===== src/rtl/key_conditioner_if.sv =====
// Key conditioner signal bundle: raw key pins in, debounced level and press/release pulses out.
interface key_conditioner_if #(
  parameter int NUM_KEYS = 4
);
  logic [NUM_KEYS-1:0] key_in;
  logic [NUM_KEYS-1:0] key_level;
  logic [NUM_KEYS-1:0] key_press;
  logic [NUM_KEYS-1:0] key_release;

  modport master (output key_in, input key_level, input key_press, input key_release);
  modport slave  (input key_in, output key_level, output key_press, output key_release);
endinterface


===== src/rtl/key_conditioner.sv =====
// Per-key 2-flop synchronizer, polarity normalisation and debounce FSM with press/release pulses.
// Optional auto-repeat of key_press while a key is held: define KEY_AUTOREPEAT_EN.
module key_conditioner #(
  parameter int NUM_KEYS        = 4,
  parameter int ACTIVE_LOW      = 1,
  parameter int DEBOUNCE_CYCLES = 1000000,
  parameter int CNT_W           = 20,
  parameter int REPEAT_DELAY    = 25000000,
  parameter int REPEAT_PERIOD   = 5000000,
  parameter int RPT_W           = 25
) (
  input logic              clk,
  input logic              reset,
  key_conditioner_if.slave bus
);
  // state    | meaning
  // IDLE     | released, waiting for p = 1
  // PRESS_DB | p = 1 seen, counting stable cycles before accepting the press
  // PRESSED  | press accepted, key_level = 1
  // REL_DB   | p = 0 seen, counting stable cycles before accepting the release
  typedef enum logic [1:0] {IDLE, PRESS_DB, PRESSED, REL_DB} state_e;

  localparam logic             REL_LVL = (ACTIVE_LOW != 0);
  localparam logic [CNT_W-1:0] DB_LAST = CNT_W'(DEBOUNCE_CYCLES - 1);

  logic [NUM_KEYS-1:0] sync1_q, sync1_d, sync2_q, sync2_d;
  logic [NUM_KEYS-1:0] level_q, level_d, press_q, press_d, release_q, release_d;
  logic [NUM_KEYS-1:0] key_p;
  state_e              state_q [NUM_KEYS];
  state_e              state_d [NUM_KEYS];
  logic [CNT_W-1:0]    cnt_q   [NUM_KEYS];
  logic [CNT_W-1:0]    cnt_d   [NUM_KEYS];

`ifdef KEY_AUTOREPEAT_EN
  localparam logic [RPT_W-1:0] RPT_FIRST = RPT_W'(REPEAT_DELAY - 1);
  localparam logic [RPT_W-1:0] RPT_NEXT  = RPT_W'(REPEAT_PERIOD - 1);

  // rpt_arm marks that the initial delay has elapsed and the period now applies.
  logic [RPT_W-1:0]    rpt_q [NUM_KEYS];
  logic [RPT_W-1:0]    rpt_d [NUM_KEYS];
  logic [NUM_KEYS-1:0] rpt_arm_q, rpt_arm_d;
`else
  if (REPEAT_DELAY < 1 || REPEAT_PERIOD < 1 || RPT_W < 1) begin : g_no_repeat
  end
`endif

  assign key_p           = REL_LVL ? ~sync2_q : sync2_q;
  assign bus.key_level   = level_q;
  assign bus.key_press   = press_q;
  assign bus.key_release = release_q;

  always_comb begin
    sync1_d   = bus.key_in;
    sync2_d   = sync1_q;
    level_d   = level_q;
    press_d   = '0;
    release_d = '0;
    state_d   = state_q;
    cnt_d     = cnt_q;
`ifdef KEY_AUTOREPEAT_EN
    rpt_d     = rpt_q;
    rpt_arm_d = rpt_arm_q;
`endif
    for (int k = 0; k < NUM_KEYS; k++) begin
      case (state_q[k])
        IDLE: begin
          level_d[k] = 1'b0;
          if (key_p[k]) begin
            state_d[k] = PRESS_DB;
            cnt_d[k]   = '0;
          end
        end
        PRESS_DB: begin
          if (!key_p[k]) begin
            state_d[k] = IDLE;
            cnt_d[k]   = '0;
          end else if (cnt_q[k] == DB_LAST) begin
            state_d[k] = PRESSED;
            cnt_d[k]   = '0;
            level_d[k] = 1'b1;
            press_d[k] = 1'b1;
`ifdef KEY_AUTOREPEAT_EN
            rpt_d[k]     = '0;
            rpt_arm_d[k] = 1'b0;
`endif
          end else begin
            cnt_d[k] = cnt_q[k] + 1'b1;
          end
        end
        PRESSED: begin
          level_d[k] = 1'b1;
          if (!key_p[k]) begin
            state_d[k] = REL_DB;
            cnt_d[k]   = '0;
          end
`ifdef KEY_AUTOREPEAT_EN
          else if (rpt_q[k] == (rpt_arm_q[k] ? RPT_NEXT : RPT_FIRST)) begin
            press_d[k]   = 1'b1;
            rpt_d[k]     = '0;
            rpt_arm_d[k] = 1'b1;
          end else begin
            rpt_d[k] = rpt_q[k] + 1'b1;
          end
`endif
        end
        REL_DB: begin
          if (key_p[k]) begin
            state_d[k] = PRESSED;
            cnt_d[k]   = '0;
`ifdef KEY_AUTOREPEAT_EN
            rpt_d[k]     = '0;
            rpt_arm_d[k] = 1'b0;
`endif
          end else if (cnt_q[k] == DB_LAST) begin
            state_d[k]   = IDLE;
            cnt_d[k]     = '0;
            level_d[k]   = 1'b0;
            release_d[k] = 1'b1;
          end else begin
            cnt_d[k] = cnt_q[k] + 1'b1;
          end
        end
        default: begin
          state_d[k] = IDLE;
          cnt_d[k]   = '0;
        end
      endcase
    end
  end

  always_ff @(posedge clk or posedge reset) begin
    if (reset) begin
      sync1_q   <= {NUM_KEYS{REL_LVL}};
      sync2_q   <= {NUM_KEYS{REL_LVL}};
      level_q   <= '0;
      press_q   <= '0;
      release_q <= '0;
      for (int k = 0; k < NUM_KEYS; k++) begin
        state_q[k] <= IDLE;
        cnt_q[k]   <= '0;
`ifdef KEY_AUTOREPEAT_EN
        rpt_q[k]   <= '0;
`endif
      end
`ifdef KEY_AUTOREPEAT_EN
      rpt_arm_q <= '0;
`endif
    end else begin
      sync1_q   <= sync1_d;
      sync2_q   <= sync2_d;
      level_q   <= level_d;
      press_q   <= press_d;
      release_q <= release_d;
      state_q   <= state_d;
      cnt_q     <= cnt_d;
`ifdef KEY_AUTOREPEAT_EN
      rpt_q     <= rpt_d;
      rpt_arm_q <= rpt_arm_d;
`endif
    end
  end
endmodule


===== src/flat_wrapper.sv =====
// flat-port wrapper written by rule: the top's interface ports become plain ports
module key_conditioner_flat 
#(
  parameter int NUM_KEYS        = 4,
  parameter int ACTIVE_LOW      = 1,
  parameter int DEBOUNCE_CYCLES = 1000000,
  parameter int CNT_W           = 20,
  parameter int REPEAT_DELAY    = 25000000,
  parameter int REPEAT_PERIOD   = 5000000,
  parameter int RPT_W           = 25
)
  (clk, reset, bus_key_in, bus_key_level, bus_key_press, bus_key_release);
  key_conditioner_if #(.NUM_KEYS(NUM_KEYS)) bus_i ();
  input logic clk;
  input logic reset;
  input wire logic [$bits(bus_i.key_in)-1:0] bus_key_in;
  output wire logic [$bits(bus_i.key_level)-1:0] bus_key_level;
  output wire logic [$bits(bus_i.key_press)-1:0] bus_key_press;
  output wire logic [$bits(bus_i.key_release)-1:0] bus_key_release;
  assign bus_i.key_in = bus_key_in;
  assign bus_key_level = bus_i.key_level;
  assign bus_key_press = bus_i.key_press;
  assign bus_key_release = bus_i.key_release;
  key_conditioner #(.NUM_KEYS(NUM_KEYS), .ACTIVE_LOW(ACTIVE_LOW), .DEBOUNCE_CYCLES(DEBOUNCE_CYCLES), .CNT_W(CNT_W), .REPEAT_DELAY(REPEAT_DELAY), .REPEAT_PERIOD(REPEAT_PERIOD), .RPT_W(RPT_W)) u_core (.clk(clk), .reset(reset), .bus(bus_i));
endmodule

===== config.mk =====
export PLATFORM = sky130hd
export DESIGN_NAME = key_conditioner_flat
export DESIGN_NICKNAME = d
export VERILOG_FILES = /design/src/rtl/key_conditioner_if.sv /design/src/rtl/key_conditioner.sv /design/src/flat_wrapper.sv
export SDC_FILE = /design/constraint.sdc
export NUM_CORES = 1
export LEC_CHECK = 0
export CAP_MARGIN = 10
export CORE_ASPECT_RATIO = 0.7
export CORE_MARGIN = 3
export CORE_UTILIZATION = 30
export CTS_BUF_LIST = sky130_fd_sc_hd__clkbuf_2
export DETAILED_ROUTE_END_ITERATION = 10
export PLACE_DENSITY = 0.5
export SYNTH_ARGS = -nofsm -noshare
export SYNTH_HDL_FRONTEND = slang
export SYNTH_SLANG_ARGS = --single-unit

===== constraint.sdc =====
create_clock -name clk -period 4.55 [get_ports clk]
set_clock_uncertainty 0.05 [all_clocks]
set_input_delay 0.91 -clock clk [delete_from_list [all_inputs] [get_ports clk]]
set_output_delay 0.91 -clock clk [all_outputs]
set_load 0.03 [all_outputs]

==> parameters.txt <==
Parameter                              Value

Clock network
  CTS sink count    108
  Clock root buffer    clkbuf_2
  Clock input transition at the sequential cells of the worst setup and hold paths    310 ps
  H-tree depth    3
  Inserted Clock Buffers    9
  Clock tree from TritonCTS    done
  Setup repair bufs after CTS    0
  Clock latency on the worst-skew pair    580 ps
  Maximum count of clock buffers along a single path    2
  Number of gates given a new drive strength after cts    0
  CTS hold repair buffers    0

Route
  Final WL    12.5 mm
  Residual antenna-violating net count after detailed routing    0
  Initial drt markers    341
  Wire length per cell    14.6 um
  Vias after detailed routing    4,511
  DRC viols    0
  Post-DR vias/cell    5.26
  Number of iterations in the first detailed-routing pass    5

Worst setup path
  Worst stage delay on the critical path    680 ps
  Critical-path top delay cell    clkdlybuf4s50_1
  Type of the setup path with the least slack    reg2out
  Data arrival time of the critical path    1690 ps
  Worst path cell trace    clkdlybuf4s50_1
  Critical Path End Type    primary output
  Worst path top cell family by delay    buffers and inverters
  CP required    3590 ps
  Crit Reg-Reg Endpoint    u_core.cnt_q[56]
  Worst flop-to-flop path startpoint    u_core.state_q[4]
  Crit path buffers/inverters    1
  Largest driver fanout on the critical path    2
  Setup slack on the worst flop-to-flop path    1940 ps
  R2r worst-path depth    7
  Type of origin of the critical path    register

Worst hold path
  Hold Path Origin    u_core.sync1_q[2]
  Hold Path End    u_core.sync2_q[2]
  Hold crit path type    reg2reg
  Number of cells traversed by the worst hold path    0

Global routing
  Wire length of the first global-routing pass    21.5 mm
  GR Util All Layers    12.4%
  GRT Residual Overflow    0
  Maximum number of pins on one net before global-route repair    59
  Number of antenna violations at the first check in global routing    0
  Vias in the first global route    4,324

Yosys
  Fraction of the mapped netlist area in adder cells    4.31%
  Count of unique library cells instantiated by Yosys    50
  Leading cell types by total area after synthesis    dfrtp_1, ha_1, nor2_1, nand3_1, dfstp_2
  Asr flop ratio synth    100%
  Number of synthesized flops with an enable pin    0
  Synthesized area per cell    9.66 um^2
  Number of instances in the synthesized netlist    601
  Portion of the post-synthesis area used by sequential elements    46.7%
  Multiplexer area fraction after synthesis    4.83%
  Cell area after synthesis    5810 um^2
  Xor and xnor area share after synthesis    6.49%
  Simple-gate share of the synthesized area    24.6%
  Synth Area in Compound Gates    10.1%
  Predominant post-synthesis flop cell    dfrtp_1
  Dominant combinational cell family by area after synthesis    simple AND/OR/NAND/NOR gates
  Seq cells post-synth    108
  Largest area contributor in the synthesized netlist    dfrtp_1
  Number of nets produced by synthesis    627
  Fraction of post-synthesis cell area in the top cell type by area    43.1%
  Yosys warning count    0

Power and ir drop
  Power density over the cells    407 nW/um^2
  Fraction of power consumed by sequential logic    45.2%
  Static Leak    2.57 nW
  Internal cell power    0.00150 W
  Combinational group share of total power    38.9%
  Part of the power in the clock network    15.9%
  Power spent charging and discharging nets    0.00108 W
  Maximum vdd ir drop    0.159 mV
  Switching portion of total power    41.8%

Die
  Die Area    21,100 um^2
  Die outline width    172 um
  Total number of placement rows    41
  Effective utilization at floorplan    31.4%
  Die Height    122 um
  Number of top-level design ports    18
  Placeable core region    18,500 um^2

Job
  Max-cap violations    0

STA
  Relative slew slack    23.6%
  Setup Viol. Count Final    0
  Number of hold violations in the final report    0
  Total negative setup slack    0 ps
  Period utilization    58.3%
  Transition at the pin with the smallest max-transition slack    1150 ps
  Shortest period the worst path allows    2650 ps
  Number of max-slew violations in the final report    0
  Upper clock frequency limit    377 MHz
  Unrepaired setup endpoints after global routing    false

Final layout
  Most frequent cells in the layout    dfrtp_1, nor2_1, nand2_1
  Fin nets    643
  Commonest non-fill, non-tap cell in the layout    dfrtp_1
  Share of final-layout standard cells stronger than drive strength 1    8.84%
  Final core utilization    34.2%
  Number of antenna repair diodes    0
  Non-Filler Instances    858
  Signed area change from the synthesized netlist to the final layout    8.81%

Placement
  Dpl hpwl    8.72 mm
  Routability congestion estimate from global placement    0.817
  Port-buffer cells    17
  Placed cell count    842

Status
  Result of the run    complete, no violations
==> cell families after synthesis <==
| family | count (synthesis) |
|---|---|
| buffers and inverters | 42 |
| flip-flops | 108 |
| AND/OR/NAND/NOR | 270 |
| multiplexers | 26 |
| XOR/XNOR | 43 |
| AO/OA/AOI/OAI | 92 |
| adder cells (fa/ha/maj) | 20 |
==> state kept, by name, indices dropped and copies added, names as in the netlist, named ones only <==
signal                  cells
u_core.cnt_q               80
u_core.bus.key_level        4
u_core.bus.key_press        4
u_core.bus.key_release      4
u_core.state_q              4
u_core.sync1_q              4
u_core.sync2_q              4
==> per-layer routing <==
metal  track usage, %  vias to the layer above  share of wire [%]
met5                0                        -                  0
met4             2.69                        0               0.64
met3             2.80                        9                4.1
met2             17.9                       97                 42
met1             18.9                     2200                 53
li1                 -                     2205                  -
==> power groups by stage <==
| stage | Combinational, W | Sequential [W] | Clock, W |
|---|---|---|---|
| detailed placement | 0.00101 | 0.00118 | 0 |
| floorplan | 0.000731 | 0.00119 | 0 |
| CTS | 0.00101 | 0.00116 | 0.000435 |
| global placement | 0.000981 | 0.00117 | 0 |
| finish | 0.000999 | 0.00116 | 0.000408 |
| global route | 0.00113 | 0.00118 | 0.000471 |
==> layout make-up <==
type | instances | area [um^2]
clock inverters | 5 | 37.5
repair buffers | 19 | 185
well taps | 236 | 295
fillers | 1854 | 12200
flip-flops and latches | 108 | 2710
inverters | 28 | 108
clock buffers | 11 | 55.1
multi-input cells | 451 | 2920
==> worst max-delay path by stage <==
stage	cells after the start	slack, ps	endpoint	start
global placement	7	2090	u_core.cnt_q[19]	u_core.state_q[0]
global route	7	1680	u_core.cnt_q[76]	u_core.state_q[6]
finish	1	1900	bus_key_level[1]	u_core.bus.key_level[1]
floorplan	1	760	asynchronous set/reset pin	reset
CTS	1	1830	bus_key_level[1]	u_core.bus.key_level[1]
detailed placement	7	2010	u_core.cnt_q[56]	u_core.state_q[4]
==> per-stage QoR <==
step	cell area (um^2)	total power, W	hold slack, ps	setup WS [ps]
2_1_floorplan	5810	0.00192	295	758
3_3_place_gp	6220	0.00215	297	2090
3_5_place_dp	6220	0.00218	299	2010
4_1_cts	6320	0.00261	328	1830
5_1_grt	6320	0.00278	330	1680
6_report	6320	0.00257	327	1900
==> synthesized netlist by cell type, types with 9 or more instances <==
library cell	number
nor4_1	9
and3_1	12
mux2i_1	12
xor2_1	21
nand4_1	28
dfrtp_1	100
xnor2_1	22
ha_1	20
a31oi_1	15
mux2_2	13
nor2_1	66
a22o_1	10
o21ai_0	16
nand2_1	49
a21oi_1	25
inv_1	28
nor3_1	12
buf_2	9
nand3_1	45
Power figures use the tool's default switching activity.
